File: config.mk
export PLATFORM = sky130hd
export DESIGN_NAME = opb_register_ppc2simulink_bank
export DESIGN_NICKNAME = d
export VERILOG_FILES = /design/src/rtl/opb_register_ppc2simulink_bank.sv
export SDC_FILE = /design/constraint.sdc
export NUM_CORES = 1
export LEC_CHECK = 0
export BUFFER_PORTS_ARGS = -buffer_cell sky130_fd_sc_hd__buf_4
export CORE_ASPECT_RATIO = 0.6
export CORE_MARGIN = 1
export CORE_UTILIZATION = 55
export CTS_BUF_LIST = sky130_fd_sc_hd__clkbuf_8
export CTS_CLUSTER_SIZE = 8
export DETAILED_ROUTE_END_ITERATION = 8
export PLACE_DENSITY = 0.78
export SYNTH_ARGS = -nofsm -noshare
export SYNTH_HDL_FRONTEND = slang
export SYNTH_SLANG_ARGS = --single-unit
File: constraint.sdc
create_clock -name OPB_Clk -period 11.15 [get_ports OPB_Clk]
set_clock_uncertainty 0.05 [all_clocks]
set_input_delay 1.115 -clock OPB_Clk [delete_from_list [all_inputs] [get_ports OPB_Clk]]
set_output_delay 1.115 -clock OPB_Clk [all_outputs]
set_load 0.01 [all_outputs]
File: src/rtl/opb_register_ppc2simulink_bank.sv
// OPB slave bank of PPC-written control registers: byte-masked shadow copies are committed
// atomically to the user-facing active copies, with a one-cycle strobe and a wrapping commit count.

module opb_p2s_lane #(
  parameter logic [31:0] RESET_VALUE = 32'h0
) (
  input  logic        clk,
  input  logic        rst,
  input  logic        wr,
  input  logic [3:0]  be,
  input  logic [31:0] wdata,
  input  logic        commit,
  output logic [31:0] shadow,
  output logic [31:0] active
);
  always_ff @(posedge clk or posedge rst) begin
    if (rst) begin
      shadow <= RESET_VALUE;
      active <= RESET_VALUE;
    end else begin
      if (wr)
        for (int b = 0; b < 4; b++)
          if (be[b]) shadow[8*b +: 8] <= wdata[8*b +: 8];
      if (commit) active <= shadow;
    end
  end
endmodule

module opb_register_ppc2simulink_bank #(
  parameter logic [31:0] C_BASEADDR    = 32'h01020300,
  parameter logic [31:0] C_HIGHADDR    = 32'h010203FF,
  parameter int          C_OPB_AWIDTH  = 32,
  parameter int          C_OPB_DWIDTH  = 32,
  parameter int          C_NUM_REGS    = 4,
  parameter logic [31:0] C_RESET_VALUE = 32'h00000000
) (
  input  logic                    OPB_Clk,
  input  logic                    OPB_Rst,
  input  logic [0:31]             OPB_ABus,
  input  logic [0:3]              OPB_BE,
  input  logic [0:31]             OPB_DBus,
  input  logic                    OPB_RNW,
  input  logic                    OPB_select,
  input  logic                    OPB_seqAddr,
  output logic [0:31]             Sl_DBus,
  output logic                    Sl_errAck,
  output logic                    Sl_retry,
  output logic                    Sl_toutSup,
  output logic                    Sl_xferAck,
  output logic [32*C_NUM_REGS-1:0] user_data_out,
  output logic                    user_commit
);
  typedef enum logic [1:0] {S_IDLE, S_ACK, S_WAIT} state_t;

  state_t                           state;
  logic [C_OPB_AWIDTH-1:0]          addr;
  logic [C_OPB_DWIDTH-1:0]          wdata;
  logic [31:0]                      off, rd_data, dbus_q;
  logic [5:0]                       widx;
  logic [3:0]                       be;
  logic                             in_win, start, ctrl_hit, commit_req, do_commit, pending;
  logic [15:0]                      commit_cnt;
  logic [C_NUM_REGS-1:0]            sh_wr;
  logic [C_NUM_REGS-1:0][31:0]      shadow_q, active_q;

  // Big-endian OPB vectors map MSB-to-MSB, so numeric values carry over unchanged.
  assign addr     = OPB_ABus;
  assign wdata    = OPB_DBus;
  assign be       = OPB_BE;
  assign in_win   = (addr >= C_BASEADDR) && (addr <= C_HIGHADDR);
  assign off      = addr - C_BASEADDR;
  assign widx     = off[7:2];
  assign start    = (state == S_IDLE) && OPB_select && in_win;
  assign ctrl_hit = (widx == 6'h10);
  assign do_commit = (state == S_ACK) && commit_req;

  always_comb begin
    rd_data = '0;
    sh_wr   = '0;
    if (ctrl_hit) rd_data = {commit_cnt, 15'b0, pending};
    for (int i = 0; i < C_NUM_REGS; i++) begin
      if (widx == 6'(i)) begin
        rd_data  = shadow_q[i];
        sh_wr[i] = start && !OPB_RNW;
      end
      if (widx == 6'(32 + i)) rd_data = active_q[i];
    end
  end

  for (genvar g = 0; g < C_NUM_REGS; g++) begin : g_lane
    opb_p2s_lane #(.RESET_VALUE(C_RESET_VALUE)) u_lane (
      .clk    (OPB_Clk),
      .rst    (OPB_Rst),
      .wr     (sh_wr[g]),
      .be     (be),
      .wdata  (wdata),
      .commit (do_commit),
      .shadow (shadow_q[g]),
      .active (active_q[g])
    );
  end

  // Writes land on the edge entering ACK; the commit copy happens one edge later,
  // so a shadow write can never race the copy.
  always_ff @(posedge OPB_Clk or posedge OPB_Rst) begin
    if (OPB_Rst) begin
      state       <= S_IDLE;
      Sl_xferAck  <= 1'b0;
      dbus_q      <= '0;
      user_commit <= 1'b0;
      commit_req  <= 1'b0;
      commit_cnt  <= '0;
      pending     <= 1'b0;
    end else begin
      user_commit <= 1'b0;
      case (state)
        S_IDLE: if (start) begin
          state      <= S_ACK;
          Sl_xferAck <= 1'b1;
          dbus_q     <= OPB_RNW ? rd_data : 32'h0;
          commit_req <= !OPB_RNW && ctrl_hit && be[0] && wdata[0];
          if (|sh_wr) pending <= 1'b1;
        end
        S_ACK: begin
          state      <= S_WAIT;
          Sl_xferAck <= 1'b0;
          dbus_q     <= '0;
          commit_req <= 1'b0;
          if (commit_req) begin
            user_commit <= 1'b1;
            commit_cnt  <= commit_cnt + 16'd1;
            pending     <= 1'b0;
          end
        end
        default: if (!OPB_select) state <= S_IDLE;
      endcase
    end
  end

  assign Sl_DBus       = dbus_q;
  assign Sl_errAck     = 1'b0;
  assign Sl_retry      = 1'b0;
  assign Sl_toutSup    = 1'b0;
  assign user_data_out = active_q;

  wire unused_ok = &{1'b0, OPB_seqAddr, off[31:8], off[1:0]};
endmodule

==> results of run 1 <==
## stage by stage
step                power [mW]  util (%)  setup WS, ps
finish                   2.067     67.08          6985
global route             2.133     67.08          6795
CTS                      2.073     67.08          7113
detailed placement       1.245     64.01          6477
global placement         1.243     64.01          6544
floorplan                1.199         -          1412
## power breakdown
group	internal, mW	switching (mW)
clock network	0.406	0.436
logic	0.0301	0.0694
registers	1.13	0.0000000183
## critical path, stage by stage
cell     delay (ps)
buf_4           670
or4b_1         1010
nor2_1         1050
a21oi_1         180
o211a_1         270
o31ai_1         250
## how the worst max path moves through the flow
stage / to / slack (ps) / from / cells after the start
finish: Sl_DBus[20] / 6990 / OPB_ABus[24] / 6
floorplan: Sl_DBus[0] / 1410 / OPB_Rst / 1
detailed placement: Sl_DBus[20] / 6480 / OPB_ABus[24] / 6
global placement: Sl_DBus[18] / 6540 / OPB_ABus[24] / 6
global route: Sl_DBus[26] / 6790 / OPB_ABus[24] / 6
CTS: Sl_DBus[20] / 7110 / OPB_ABus[24] / 6
## layout make-up
type | instances | area (sq um) | area share, %
tap | 352 | 440.4 | 2.586
timing repair buffer | 245 | 1839 | 10.80
sequential | 310 | 7757 | 45.54
multi-input combinational | 968 | 6170 | 36.22
clock inverter | 21 | 91.34 | 0.5362
inverter | 10 | 47.55 | 0.2791
clock buffer | 50 | 688.2 | 4.040
## cell usage in the layout, fill, tap and decap left out, types with 4 or more instances in the layout
cell type  netlist  routed
a211oi_1         7       7
a21oi_1         16      15
a221o_1          4       4
a221oi_1        25      25
a32o_1          15      15
buf_4            5     245
clkbuf_8         0      50
dfrtp_1        310     310
inv_1           10      25
mux2_2         127     127
mux2i_1         32      32
nand2_1        432     431
nand2b_1         5       5
nand3_1         18      18
nor2_1          45      44
nor2b_1          7       7
nor3_1          28      28
nor3_4          12      12
nor4_4           5       6
o211a_1         11      11
o211ai_1        14      14
o21ai_0         25      25
o221ai_1        14      14
o22ai_1          4       4
o2bb2ai_1       18      18
o31ai_1         14      14
or2_2           13      13
or3_1           16      16
xnor2_1         11      11
xor2_1           4       4
## cells by family (layout without fill, tap and decap cells)
family,after synthesis,after routing,share of synthesized area [%]
simple gates,610,610,19.78
flops,310,310,54.26
compound gates,179,179,9.759
mux,160,160,12.32
buf+inv,92,326,2.844
xor+xnor,15,15,0.9189
fa+ha+maj,1,1,0.08751
other cells,1,3,0.02623
## flip-flops by register name, indices dropped and copies added (netlist names)
register / count
Sl_xferAck: 1
user_commit: 1
commit_cnt: 16
Sl_DBus: 32
g_lane.u_lane.active: 128
commit_req: 1
g_lane.u_lane.shadow: 128
state: 2
pending: 1
## layer usage
metal  up-vias  global-route usage [%]  wire, um  share of wire (%)
met5         -                   1.089        39              0.090
met4         2                   9.231       962                2.2
met3        77                   7.155      4176                9.6
met2       587                   45.93     18220                 42
met1      5864                   51.57     19890                 46
li1       5208                       -         -                  -
==> summary.txt, run 1 <==
worst vdd ir: 89.80 uV
Worst EP arrival: 4580 ps
CTS Sinks: 310
cts hold-fix bufs: 0
fill count: 1953
mean area per synthesized cell: 10.45 sq um
post-synthesis cell type count: 59
fraction of post-synthesis cell area in the top cell type by area: 54.26%
Max FO, Critical Path: 68
area leader, netlist: dfrtp_1
maximum root-to-sink buffer count: 3
CTS H-tree depth: 2
CTS tree: built
Rel. slew slack: 24.18%
largest net degree at the start of global routing: 97
Hold WC Path Type: reg -> reg
top-count cell post-synth: nand2_1
worst hold slack: 428.5 ps
worst hold stages: 1
DP Wirelength: 28.10 mm
post-route clock period utilization: 37.35%
placed insts: 1885
router iterations before antenna repair: 5
crit path time final: 4165 ps
total gr overflow: 0
initial core utilization: 56.30%
Final Max Tran Viols: 0
ys flop type: dfrtp_1
Hold Path Origin: commit_cnt[15]
Startpoint Class: primary input
synthesized flop and latch total: 310
Yosys Warn Count: 0
worst-margin pin slew: 1136 ps
Core ar.: 25390 sq um
CTS root buf: clkbuf_8
via/cell ratio: 6.001
Routed Wire Length: 43.29 mm
status: complete, no violations
cts bufs inserted: 47
Critical R2R Capture: commit_cnt[3]
r2r startpoint: state[1]
via count: 11740
final hold violation count: 0
DP Area: 16250 sq um
initial antenna violation count: 0
IO Count: 238
Async SR Flop Fraction: 100.0%
# nets final: 1656
Worst setup EP type: register
Die W: 210.1 um
PD cells: 121.3 nW/um^2
max cap viols: 0
Setup Crit Path Kind: in -> reg
antenna cells: 0
post-CTS setup buffers: 0
port bufs: 231
largest cells by area after synthesis: dfrtp_1 54%, nand2_1 11%, mux2_2 10%
area grow syn2layout: 19.15%
cell count after synthesis: 1368
Rows: 45
vias in the first global route: 11490
die height: 126.9 um
post-route ant nets: 0
initial drt markers: 1153
Worst R2R Setup Slack: 7760 ps
first-pass GRT wire length: 67.01 mm
# DRC: 0
total die area: 26660 sq um
routed len/inst: 22.13 um
EDFF count, synth: 0
fraction of final layout cells sized beyond drive strength 1: 29.30%
Syn Std Cell Area: 14300 sq um
Setup TNS: 0 ps
routability cong.: 0.8593
RSZ-0062 raised after global routing: false
fin cells: 1956
final instance area: 17030 sq um
top cells by count, synth: 432 x nand2_1, 310 x dfrtp_1, 127 x mux2_2
sequential area share after synthesis: 54.26%
worst r2r path cells: 7
worst path required time: 11570 ps
Clk Latency, worst-skew pair: 600 ps
Worst-path clk slew: 60 ps
P_leak: 8.979 nW
CTS-repair resized insts: 0
Worst Hold Path EP: commit_cnt[15]
gr usage total: 33.03%
Peak Freq: 240.1 MHz
Setup-failing EPs final: 0
No activity file was read; power rests on OpenSTA's default activity.
==> run 2: changes to the inputs <==
CORE_UTILIZATION = 53   (was 55)
PLACE_DENSITY = 0.79   (was 0.78)
clock period = 3.45 ns   (was 11.15 ns; I/O delays follow)
==> run 2 against run 1 <==
  * Sequential power grew to 3.2 times the previous value
  * Worst hold slack worse by 410 ps
  * Wire length is 1.5% higher
  * Clock-buffer cell count is 4 higher
  * Register-to-register slack worse by 7200 ps
  * Combinational power grew to 3.7 times the previous value
  * Clock power grew to 3.4 times the previous value
  * Largest cell class unchanged
==> summary.txt, run 2 (same netlist as run 1, synthesis figures left out) <==
CTS-repair resized insts: 0
initial drt markers: 1221
vias in the first global route: 11700
routed len/inst: 21.67 um
initial core utilization: 54.00%
most common cell after layout, fill and taps aside: nand2_1
worst hold slack: 15.93 ps
Startpoint Class: register
router iterations before antenna repair: 7
Net Switching: 1.650 mW
DP Worst Slack: 546.3 ps
post-route ant nets: 0
Final Util: 66.85%
cts bufs inserted: 48
first-pass GRT wire length: 67.08 mm
Peak Freq: 352.0 MHz
routability cong.: 0.8697
fraction of final layout cells sized beyond drive strength 1: 29.89%
max cap viols: 0
CTS Sinks: 310
Rows: 46
final hold violation count: 0
Routed Wire Length: 43.92 mm
commonest cells after routing, fill and taps aside: 431 x nand2_1, 310 x dfrtp_1, 265 x buf_4
CTS root buf: clkbuf_8
combinational share of power: 5.4%
sw frac: 23.90%
Hold WC Path Type: in -> reg
Die W: 214.0 um
final instance area: 17700 sq um
Seq pwr share: 52.7%
Clock power frac: 42.0%
CTS tree: built
worst-margin pin slew: 1284 ps
RSZ-0062 raised after global routing: false
Worst EP arrival: 3270 ps
CP Cell Sequence: nor4b_2 -> and4_4 -> nand2_4 -> nor4_4 -> mux2_2
slowest cell delay on critical path: 880 ps
via count: 12080
IO Count: 238
Final Max Tran Viols: 0
crit path time final: 2841 ps
worst vdd ir: 261.0 uV
Setup TNS: 0 ps
initial antenna violation count: 1
Worst setup EP type: register
# DRC: 0
Setup Crit Path Kind: reg -> reg
Max FO, Critical Path: 22
# nets final: 1715
Setup-failing EPs final: 0
Slowest-stage cell, CP: nor4_4
total die area: 27660 sq um
fin cells: 2027
DP Area: 16510 sq um
total gr overflow: 0
maximum root-to-sink buffer count: 3
CTS H-tree depth: 2
DP Wirelength: 29.20 mm
post-route clock period utilization: 82.35%
via/cell ratio: 5.962
die height: 129.2 um
final worst slack: 609.1 ps
Core ar.: 26480 sq um
gr usage total: 31.62%
Design Power: 6.905 mW
status: complete, no violations
placed insts: 1918
Clk Latency, worst-skew pair: 590 ps
Int Pwr: 5.254 mW
post-CTS setup buffers: 0
PD cells: 390.1 nW/um^2
area grow syn2layout: 23.80%
Rel. slew slack: 14.20%
P_leak: 9.298 nW
worst path required time: 3880 ps
port bufs: 231
largest net degree at the start of global routing: 134
Worst-path clk slew: 60 ps
[run 2: path summary, 6_finish.rpt]
| path | slack, ps | to | from | cells past startpoint |
|---|---|---|---|---|
| max | 610 | g_lane[1].u_lane.shadow[21] | state[0] | 5 |
| min | 20 | g_lane[3].u_lane.shadow[15] | OPB_DBus[16] | 2 |
| max reg2reg | 610 | g_lane[1].u_lane.shadow[21] | state[0] | 5 |
| min reg2reg | 430 | g_lane[1].u_lane.active[24] | g_lane[1].u_lane.shadow[24] | 2 |
| max in group asynchronous | 2040 | g_lane[3].u_lane.active[29] | OPB_Rst | 5 |
| min in group asynchronous | 350 | g_lane[3].u_lane.active[18] | OPB_Rst | 3 |
[run 2: layout make-up]
class                      instances  area (sq um)
antenna                            1         2.502
clock buffer                      54         743.2
clock inverter                    21         113.9
fill                            2048          8777
inverter                          10         43.79
multi-input combinational        968          6167
sequential                       310          7757
tap                              360         450.4
timing repair buffer             303          2420
[run 2: metal layers]
| layer | wire [um] | up-vias | global-route usage (%) |
|---|---|---|---|
| met4 | 901 | 0 | 9.183 |
| met3 | 4477 | 69 | 7.793 |
| met1 | 19880 | 6017 | 47.69 |
| met2 | 18660 | 671 | 45.09 |
| met5 | 0 | - | 0 |
| li1 | - | 5327 | - |
[run 2: worst max-delay path, delay by kind of cell (launching register included)]
kind,cells,cell delay (ps)
muxes,1,420
and+or+nand+nor,4,1810
DFF,1,430
[run 2: repair_timing]
action,4_1_cts,5_1_grt
setup endpoints to repair,0,0
endpoints found under the hold margin,140,0
hold buffers,33,0
[run 2: power groups by stage]
stage	registers, mW	clock network, mW	logic, mW
4_1_cts	3.64	2.93	0.367
6_report	3.64	2.90	0.370
5_1_grt	3.63	3.10	0.399
2_1_floorplan	3.70	0	0.171
3_3_place_gp	3.70	0	0.330
3_5_place_dp	3.70	0	0.335
